==> config.mk <==
export PLATFORM = sky130hd
export DESIGN_NAME = shift_reg_reader_flat
export DESIGN_NICKNAME = d
export VERILOG_FILES = /design/src/rtl/shift_reg_reader_if.sv /design/src/rtl/shift_reg_reader.sv /design/src/flat_wrapper.sv
export SDC_FILE = /design/constraint.sdc
export NUM_CORES = 1
export LEC_CHECK = 0
export ABC_CLOCK_PERIOD_IN_PS = 1400
export CELL_PAD_IN_SITES_DETAIL_PLACEMENT = 1
export CELL_PAD_IN_SITES_GLOBAL_PLACEMENT = 1
export CORE_ASPECT_RATIO = 1.5
export CORE_UTILIZATION = 29
export DETAILED_ROUTE_END_ITERATION = 16
export PLACE_DENSITY_LB_ADDON = 0.1
export SLEW_MARGIN = 5
export SYNTH_ARGS = -nofsm -noshare
export SYNTH_HDL_FRONTEND = slang
export SYNTH_SLANG_ARGS = --single-unit
==> constraint.sdc <==
create_clock -name clk -period 1.4 [get_ports clk]
set_input_delay 0.35 -clock clk [delete_from_list [all_inputs] [get_ports clk]]
set_output_delay 0.35 -clock clk [all_outputs]
set_load 0.005 [all_outputs]
==> src/rtl/shift_reg_reader_if.sv <==
// Handshake and bus bundle between the tap reader, the shift register it
// addresses and the downstream sample consumer.
interface shift_reg_reader_if #(
  parameter int dataWidth = 16
);
  logic                 start;
  logic [5:0]           address;
  logic [dataWidth-1:0] reg_dout;
  logic [dataWidth-1:0] dout;
  logic                 dout_valid;
  logic                 dout_ready;
  logic                 last;
  logic                 busy;
  logic                 done;

  // Reader side: drives the tap address and the output sample stream.
  modport master (
    input  start, reg_dout, dout_ready,
    output address, dout, dout_valid, last, busy, done
  );

  // Environment side: shift register, sweep requester and consumer.
  modport slave (
    output start, reg_dout, dout_ready,
    input  address, dout, dout_valid, last, busy, done
  );
endinterface

==> src/rtl/shift_reg_reader.sv <==
// Sweeps tap addresses 0..taps-1 of an external shift register once per
// start request and streams the read samples out over a valid/ready
// handshake, flagging the final sample and pulsing done when it is taken.
module shift_reg_reader #(
  parameter int dataWidth = 16,
  parameter int taps      = 64
) (
  input  logic               clk,
  input  logic               rst,
  shift_reg_reader_if.master bus
);

  localparam logic [5:0] LastAddr = 6'(taps - 1);

  typedef enum logic [1:0] {IDLE, READ, DRAIN, FIN} state_t;

  state_t               state;
  logic [5:0]           address;
  logic [dataWidth-1:0] dout;
  logic                 dout_valid;
  logic                 last;
  logic                 busy;
  logic                 done;
  logic                 load;

  // A new sample may be captured when the output slot is empty or is being
  // emptied this very cycle, which gives one sample per cycle without bubbles.
  assign load = (state == READ) && (!dout_valid || bus.dout_ready);

  // Sweep controller: all outputs are registered and change only on clk.
  always_ff @(posedge clk) begin
    // NOTE: every register here is a small flop with a defined reset value;
    // nonblocking assignments keep each branch reading pre-edge values.
    if (!rst) begin
      state      <= IDLE;
      address    <= '0;
      dout       <= '0;
      dout_valid <= 1'b0;
      last       <= 1'b0;
      busy       <= 1'b0;
      done       <= 1'b0;
    end else begin
      done <= 1'b0;
      case (state)
        IDLE: begin
          address <= '0;
          if (bus.start) begin
            state <= READ;
            busy  <= 1'b1;
          end
        end
        READ: begin
          if (load) begin
            dout       <= bus.reg_dout;
            dout_valid <= 1'b1;
            last       <= (address == LastAddr);
            // The counter parks on the final tap instead of wrapping.
            if (address == LastAddr) state <= DRAIN;
            else                     address <= address + 6'd1;
          end
        end
        DRAIN: begin
          if (dout_valid && bus.dout_ready) begin
            dout_valid <= 1'b0;
            last       <= 1'b0;
            address    <= '0;
            busy       <= 1'b0;
            done       <= 1'b1;
            state      <= FIN;
          end
        end
        FIN: begin
          state <= IDLE;
        end
        default: state <= IDLE;
      endcase
    end
  end

  assign bus.address    = address;
  assign bus.dout       = dout;
  assign bus.dout_valid = dout_valid;
  assign bus.last       = last;
  assign bus.busy       = busy;
  assign bus.done       = done;

endmodule

==> src/flat_wrapper.sv <==
// flat-port wrapper written by rule: the top's interface ports become plain ports
module shift_reg_reader_flat 
#(
  parameter int dataWidth = 16,
  parameter int taps      = 64
)
  (clk, rst, bus_start, bus_reg_dout, bus_dout_ready, bus_address, bus_dout, bus_dout_valid, bus_last, bus_busy, bus_done);
  shift_reg_reader_if #(.dataWidth(dataWidth)) bus_i ();
  input  logic clk;
  input  logic rst;
  input wire logic [$bits(bus_i.start)-1:0] bus_start;
  input wire logic [$bits(bus_i.reg_dout)-1:0] bus_reg_dout;
  input wire logic [$bits(bus_i.dout_ready)-1:0] bus_dout_ready;
  output wire logic [$bits(bus_i.address)-1:0] bus_address;
  output wire logic [$bits(bus_i.dout)-1:0] bus_dout;
  output wire logic [$bits(bus_i.dout_valid)-1:0] bus_dout_valid;
  output wire logic [$bits(bus_i.last)-1:0] bus_last;
  output wire logic [$bits(bus_i.busy)-1:0] bus_busy;
  output wire logic [$bits(bus_i.done)-1:0] bus_done;
  assign bus_i.start = bus_start;
  assign bus_i.reg_dout = bus_reg_dout;
  assign bus_i.dout_ready = bus_dout_ready;
  assign bus_address = bus_i.address;
  assign bus_dout = bus_i.dout;
  assign bus_dout_valid = bus_i.dout_valid;
  assign bus_last = bus_i.last;
  assign bus_busy = bus_i.busy;
  assign bus_done = bus_i.done;
  shift_reg_reader #(.dataWidth(dataWidth), .taps(taps)) u_core (.clk(clk), .rst(rst), .bus(bus_i));
endmodule
==> flow_summary.ini <==
[run_status]
run_status = complete, but fails checks
violations = design-rule violations, negative setup slack

[critical_path]
slowest_delay_ns = 0.39
crit_chain = inv_4 -> ha_4 -> a21o_1 -> a21oi_4 -> o21a_2 -> o22ai_2
crit_path_start_kind = register
worst-path-buf-inv = 1
path_class = register to register
cp_top_family = compound AO/OA/AOI/OAI gates
worstPathArrival_ns = 1.57
worstPathRequired_ns = 1.56
crit_fanout = 5
slowest_stage = dfxtp_4
crit_path_end_kind = register

[final_layout]
n_fill_cell = 518
fin_nets = 258
drive_above_1_share_pct = 36.1
instances_no_fill = 276
area_growth_pct = 70.0
n_antenna_cell = 0
final_cell_area_sq_um = 2220

[grt]
grt_pass1_vias = 1461
grt_max_degree = 17
grt_pass1_wl_um = 6670
grt_antenna_before_repair = 0
overflow = 0
grtUsageTotal_pct = 17.7

[cts]
numCtsBuffers = 3
cts_root_buf = clkbuf_8
cts.clk_slew.worst_paths_ns = 0.09
cts_num_sinks = 28
cts_tree = yes
cts_buffer_depth = 2
ctsHoldBuffers = 0
clock_latency_ns = 0.27
cts_max_level = 1

[sta]
skew_ns = 0.00373
maxSlewHeadroom_pct = 82.3
rsz0062_at_grt = true
setup_ws_ns = -0.00781
final.min_clock_period_ns = 1.41
tightest_slew_ns = 0.263
fin_crit_sh_pct = 101
hold_violations = 0
max_freq_ghz = 0.710
drv_slew = 0
fin_tns_setup_ns = -0.0149
setup_viol = 2

[worst_hold_path]
hp-class = register to register

[placement]
gp_congestion = 0.773
place_hpwl_um = 2960
dpl_cell_area_sq_um = 1940
portBuffers = 45
post-place-cells = 257

[routing]
drtIter0Drc = 32
wl_um = 4220
route.detailed.drc = 10
drt-pass1-iter-count = 10
avgRoutedWirePerCell_um = 15.3
ant_nets = 0
vias_per_cell = 4.95
vias = 1367

[power]
power.leakage_nw = 0.977
p_int_w = 0.00219
cellPowerDensity_nw_per_um2 = 1560
pwr-share-comb_pct = 55.0
power.switching_w = 0.00128
clkPwrFrac_pct = 12.6
ir_drop_mv = 0.736
p_seq_share_pct = 32.4
switching_share_pct = 36.9

[job]
max-cap-violations = 0

[yosys]
ys_ff_latch = 28
synthCells = 155
syn-num-nets = 181
yosysUniqueCellTypes = 33
syn_area_per_cell_sq_um = 8.44
yosysWarnings = 0
syn_area_sq_um = 1310
seq_area_frac_synth_pct = 42.9

[floorplanning]
ioPinCount = 46
die_w_um = 56.8
core_sq_um = 4280
fp.dieArea_sq_um = 4790
start_util_pct = 30.5
rows = 29
dieHeight_um = 84.2
==> synth_stat cells <==
library cell / number / share of area (%)
a41oi_1: 2 / 1.3
a21oi_1: 6 / 2.3
nand3_2: 1 / 0.77
nor3b_1: 1 / 0.57
a2bb2oi_1: 1 / 0.67
o21a_2: 1 / 0.67
mux2i_1: 1 / 0.77
nand2b_1: 2 / 0.96
dfxtp_1: 28 / 43
and4_2: 1 / 0.77
buf_6: 1 / 0.86
nand3_1: 3 / 1.1
nor2b_1: 2 / 0.96
a21o_1: 2 / 1.1
ha_1: 6 / 5.7
o22ai_1: 2 / 0.96
clkbuf_1: 3 / 0.86
buf_2: 4 / 1.5
o21ai_1: 5 / 1.9
o21a_1: 1 / 0.57
inv_1: 3 / 0.86
a21boi_1: 17 / 9.8
inv_2: 1 / 0.29
nor2_1: 5 / 1.4
or3_1: 1 / 0.48
a21oi_4: 1 / 1.2
nor3b_2: 1 / 0.96
o21ai_0: 1 / 0.38
o221ai_1: 2 / 1.3
and3_4: 1 / 0.86
a31oi_1: 3 / 1.4
and2_1: 2 / 0.96
nand2_1: 44 / 13
==> stage by stage <==
stage | power [W] | hold slack (ns) | util, % | worst slack, ns
2_1_floorplan | 0.00197 | 0.447 | - | 0.00260
3_3_place_gp | 0.00267 | 0.441 | 45.4 | -0.282
3_5_place_dp | 0.00274 | 0.450 | 45.4 | -0.348
4_1_cts | 0.00334 | 0.462 | 50.0 | -0.0186
5_1_grt | 0.00375 | 0.481 | 51.9 | -0.0546
6_report | 0.00347 | 0.458 | 51.9 | -0.00781
==> cell usage in the layout (no fill, tap or decap), types with 2 or more instances in the layout <==
cell             synthesis  final
a21oi_2                  0      2
o221ai_1                 2      2
dfxtp_2                  0     16
nor2_1                   5      5
dfxtp_1                 28      6
dfxtp_4                  0      6
a21oi_1                  6      4
clkdlybuf4s50_1          0     18
a21boi_1                17     17
nand3_1                  3      2
inv_4                    0      2
nand2_2                  0      2
buf_4                    0     29
o21ai_1                  5      5
a21o_1                   2      2
dlygate4sd2_1            0     25
clkbuf_8                 0      3
a31oi_1                  3      3
buf_6                    1      4
nand2_1                 44     42
and2_1                   2      2
ha_1                     6      3
o22ai_2                  0      2
nor3b_2                  1      2
ha_4                     0      3
==> power groups by stage <==
stage | logic [W] | clock network (W) | registers [W]
floorplan | 0.000862 | 0 | 0.00111
global route | 0.00211 | 0.000491 | 0.00115
global placement | 0.00158 | 0 | 0.00109
detailed placement | 0.00164 | 0 | 0.00110
finish | 0.00191 | 0.000437 | 0.00113
CTS | 0.00176 | 0.000459 | 0.00112
==> sequential cells by signal, indices dropped and copies added, names as in the netlist <==
signal                 flops
u_core.bus.address         6
u_core.bus.busy            1
u_core.bus.done            1
u_core.bus.dout           16
u_core.bus.dout_valid      1
u_core.bus.last            1
u_core.state               2
==> path summary, 6_finish.rpt <==
path,start,end,slack [ns],cells after the start
worst min register to register,u_core.bus.dout[1],u_core.bus.dout[1],0.46,2
worst max-delay path,u_core.state[1],u_core.bus.address[0],-0.008,6
worst max register to register,u_core.state[1],u_core.bus.address[0],-0.008,6
worst min-delay path,u_core.bus.dout[1],u_core.bus.dout[1],0.46,2
==> routing by layer <==
metal  vias up  global-route usage [%]  part of all wire (%)  routed length [um]
li1        679                       -                     -                   -
met1       648                    18.6                    37                1570
met2        34                    35.1                    57                2410
met3         6                    2.47                   4.3                 183
met4         0                    5.32                   1.3                  56
met5         -                       0                     0                   0
==> layout make-up <==
class	count	area (sq um)	area share [%]
clock buffers	3	41.3	1.86
inverters	4	20.0	0.900
multi-input cells	115	792	35.6
flip-flops and latches	28	603	27.1
well taps	46	57.6	2.59
repair buffers	80	709	31.9
==> what timing repair did <==
action                                  CTS  global route
endpoints found under the setup margin   36            18
cloned                                    0             1
buffers inserted                         10             5
pin swaps                                10            12
gates resized for setup                  67            11
==> worst register-to-register path, cell delays in order, from the launching register on <==
cell     delay (ns)
dfxtp_4        0.39
inv_4          0.05
ha_4           0.15
a21o_1         0.19
a21oi_4        0.23
o21a_2         0.22
o22ai_2        0.07
==> cell families after synthesis <==
group                    after synthesis  share of synthesized area (%)
flip-flops                            28                           42.9
AND/OR/NAND/NOR                       64                           22.5
AO/OA/AOI/OAI                         44                           23.7
adder cells (fa/ha/maj)                6                           5.74
multiplexers                           1                          0.766
buffers and inverters                 12                           4.40
Power figures use the tool's default switching activity.
==> variant, RTL diff (config.mk and constraints unchanged) <==
`dataWidth` is set to 16 in 3 places; all go to 12.
--- a/src/rtl/shift_reg_reader_if.sv
+++ b/src/rtl/shift_reg_reader_if.sv
@@ -1,7 +1,7 @@
 // Handshake and bus bundle between the tap reader, the shift register it
 // addresses and the downstream sample consumer.
 interface shift_reg_reader_if #(
-  parameter int dataWidth = 16
+  parameter int dataWidth = 12
 );
   logic                 start;
   logic [5:0]           address;
--- a/src/rtl/shift_reg_reader.sv
+++ b/src/rtl/shift_reg_reader.sv
@@ -2,7 +2,7 @@
 // start request and streams the read samples out over a valid/ready
 // handshake, flagging the final sample and pulsing done when it is taken.
 module shift_reg_reader #(
-  parameter int dataWidth = 16,
+  parameter int dataWidth = 12,
   parameter int taps      = 64
 ) (
   input  logic               clk,
--- a/src/flat_wrapper.sv
+++ b/src/flat_wrapper.sv
@@ -1,7 +1,7 @@
 // flat-port wrapper written by rule: the top's interface ports become plain ports
 module shift_reg_reader_flat 
 #(
-  parameter int dataWidth = 16,
+  parameter int dataWidth = 12,
   parameter int taps      = 64
 )
   (clk, rst, bus_start, bus_reg_dout, bus_dout_ready, bus_address, bus_dout, bus_dout_valid, bus_last, bus_busy, bus_done);
Interface: changed (resized bus_dout and bus_reg_dout); port bits go from 46 to 38. No check against the original RTL was run, so the function may have changed too.
==> variant against the original RTL <==
  * The run ends with negative setup slack left
  * Routed wire length fell by 6.0%
  * Sequential cell count fell by 4
  * Total power fell by 3.9%
  * Count of clock-buffer cells in the layout did not move
  * Setup slack got worse by 210 ps
  * Maximum frequency fell by 13%
  * Synthesized area fell by 13%
  * Design area fell by 7.6%
  * Critical endpoint is now u_core.state[0]
==> variant: results (changes against the original RTL) <==
outcome - finished, violations left (unchanged)
failing checks - negative setup slack (was design-rule violations, negative setup slack)
hold path endpoint - u_core.bus.dout[4] (was u_core.bus.dout[1])
RePlAce Congestion - 0.767 (was 0.773)
Slew @ Worst Pin - 266 ps (was 263 ps)
register area share after synthesis - 0.422 (was 0.429)
final wirelength - 3.97 mm (was 4.22 mm)
worst r2r src - u_core.bus.address[1] (was u_core.state[1])
vias in the first global route - 1330 (was 1461)
largest net degree at the start of global routing - 14 (was 17)
CP delay by family, top - simple AND/OR/NAND/NOR gates (was compound AO/OA/AOI/OAI gates)
Pre-antenna DRT Iters - 4 (was 10)
multi-input logic portion of the cell area - 0.370 (was 0.356)
CP Max Fanout - 2 (was 5)
Non-clk bufs - 72 (was 80)
most frequent cells after synthesis - nand2_1 (37), dfxtp_1 (24), a21oi_1 (16) (was nand2_1 (44), dfxtp_1 (28), a21boi_1 (17))
Post-CTS Setup Inserts - 8 (was 10)
final setup violation count - 8 (was 2)
clock sinks - 24 (was 28)
non-filler cells in the finished layout - 248 (was 276)
Setup WS post-layout - -222 ps (was -7.81 ps)
post_cts resized - 61 (was 67)
post-synthesis mux area share - 0.00878 (was 0.00766)
drt drc - 0 (was 10)
Non-clock inverters - 5 (was 4)
-- variant: cell count changes in the layout (fill, tap and decap cells not counted), sizes merged, moves of 3 or more --
cell and change:
a21boi -15, nand2 -7, a21oi +10, dfxtp -4, dlygate4sd2 -4, a211oi +3
clkdlybuf4s50 -4, nor2 -3
-- variant: how the worst max path moves through the flow --
stage	startpoint	cells after the start	to	slack [ps]
2_1_floorplan	u_core.bus.address[1]	5	u_core.state[0]	-210
3_3_place_gp	bus_dout_ready	5	u_core.state[0]	-530
3_5_place_dp	bus_dout_ready	5	u_core.state[1]	-550
4_1_cts	u_core.bus.address[0]	5	u_core.state[0]	-270
5_1_grt	u_core.bus.address[1]	5	u_core.state[1]	-270
6_report	u_core.bus.address[1]	5	u_core.state[0]	-220
-- variant: layer usage --
metal  global-route usage  vias up
met1                0.192      605
met2                0.381       25
met3               0.0192        6
met4               0.0816        0
met5                    0        -
li1                     -      610
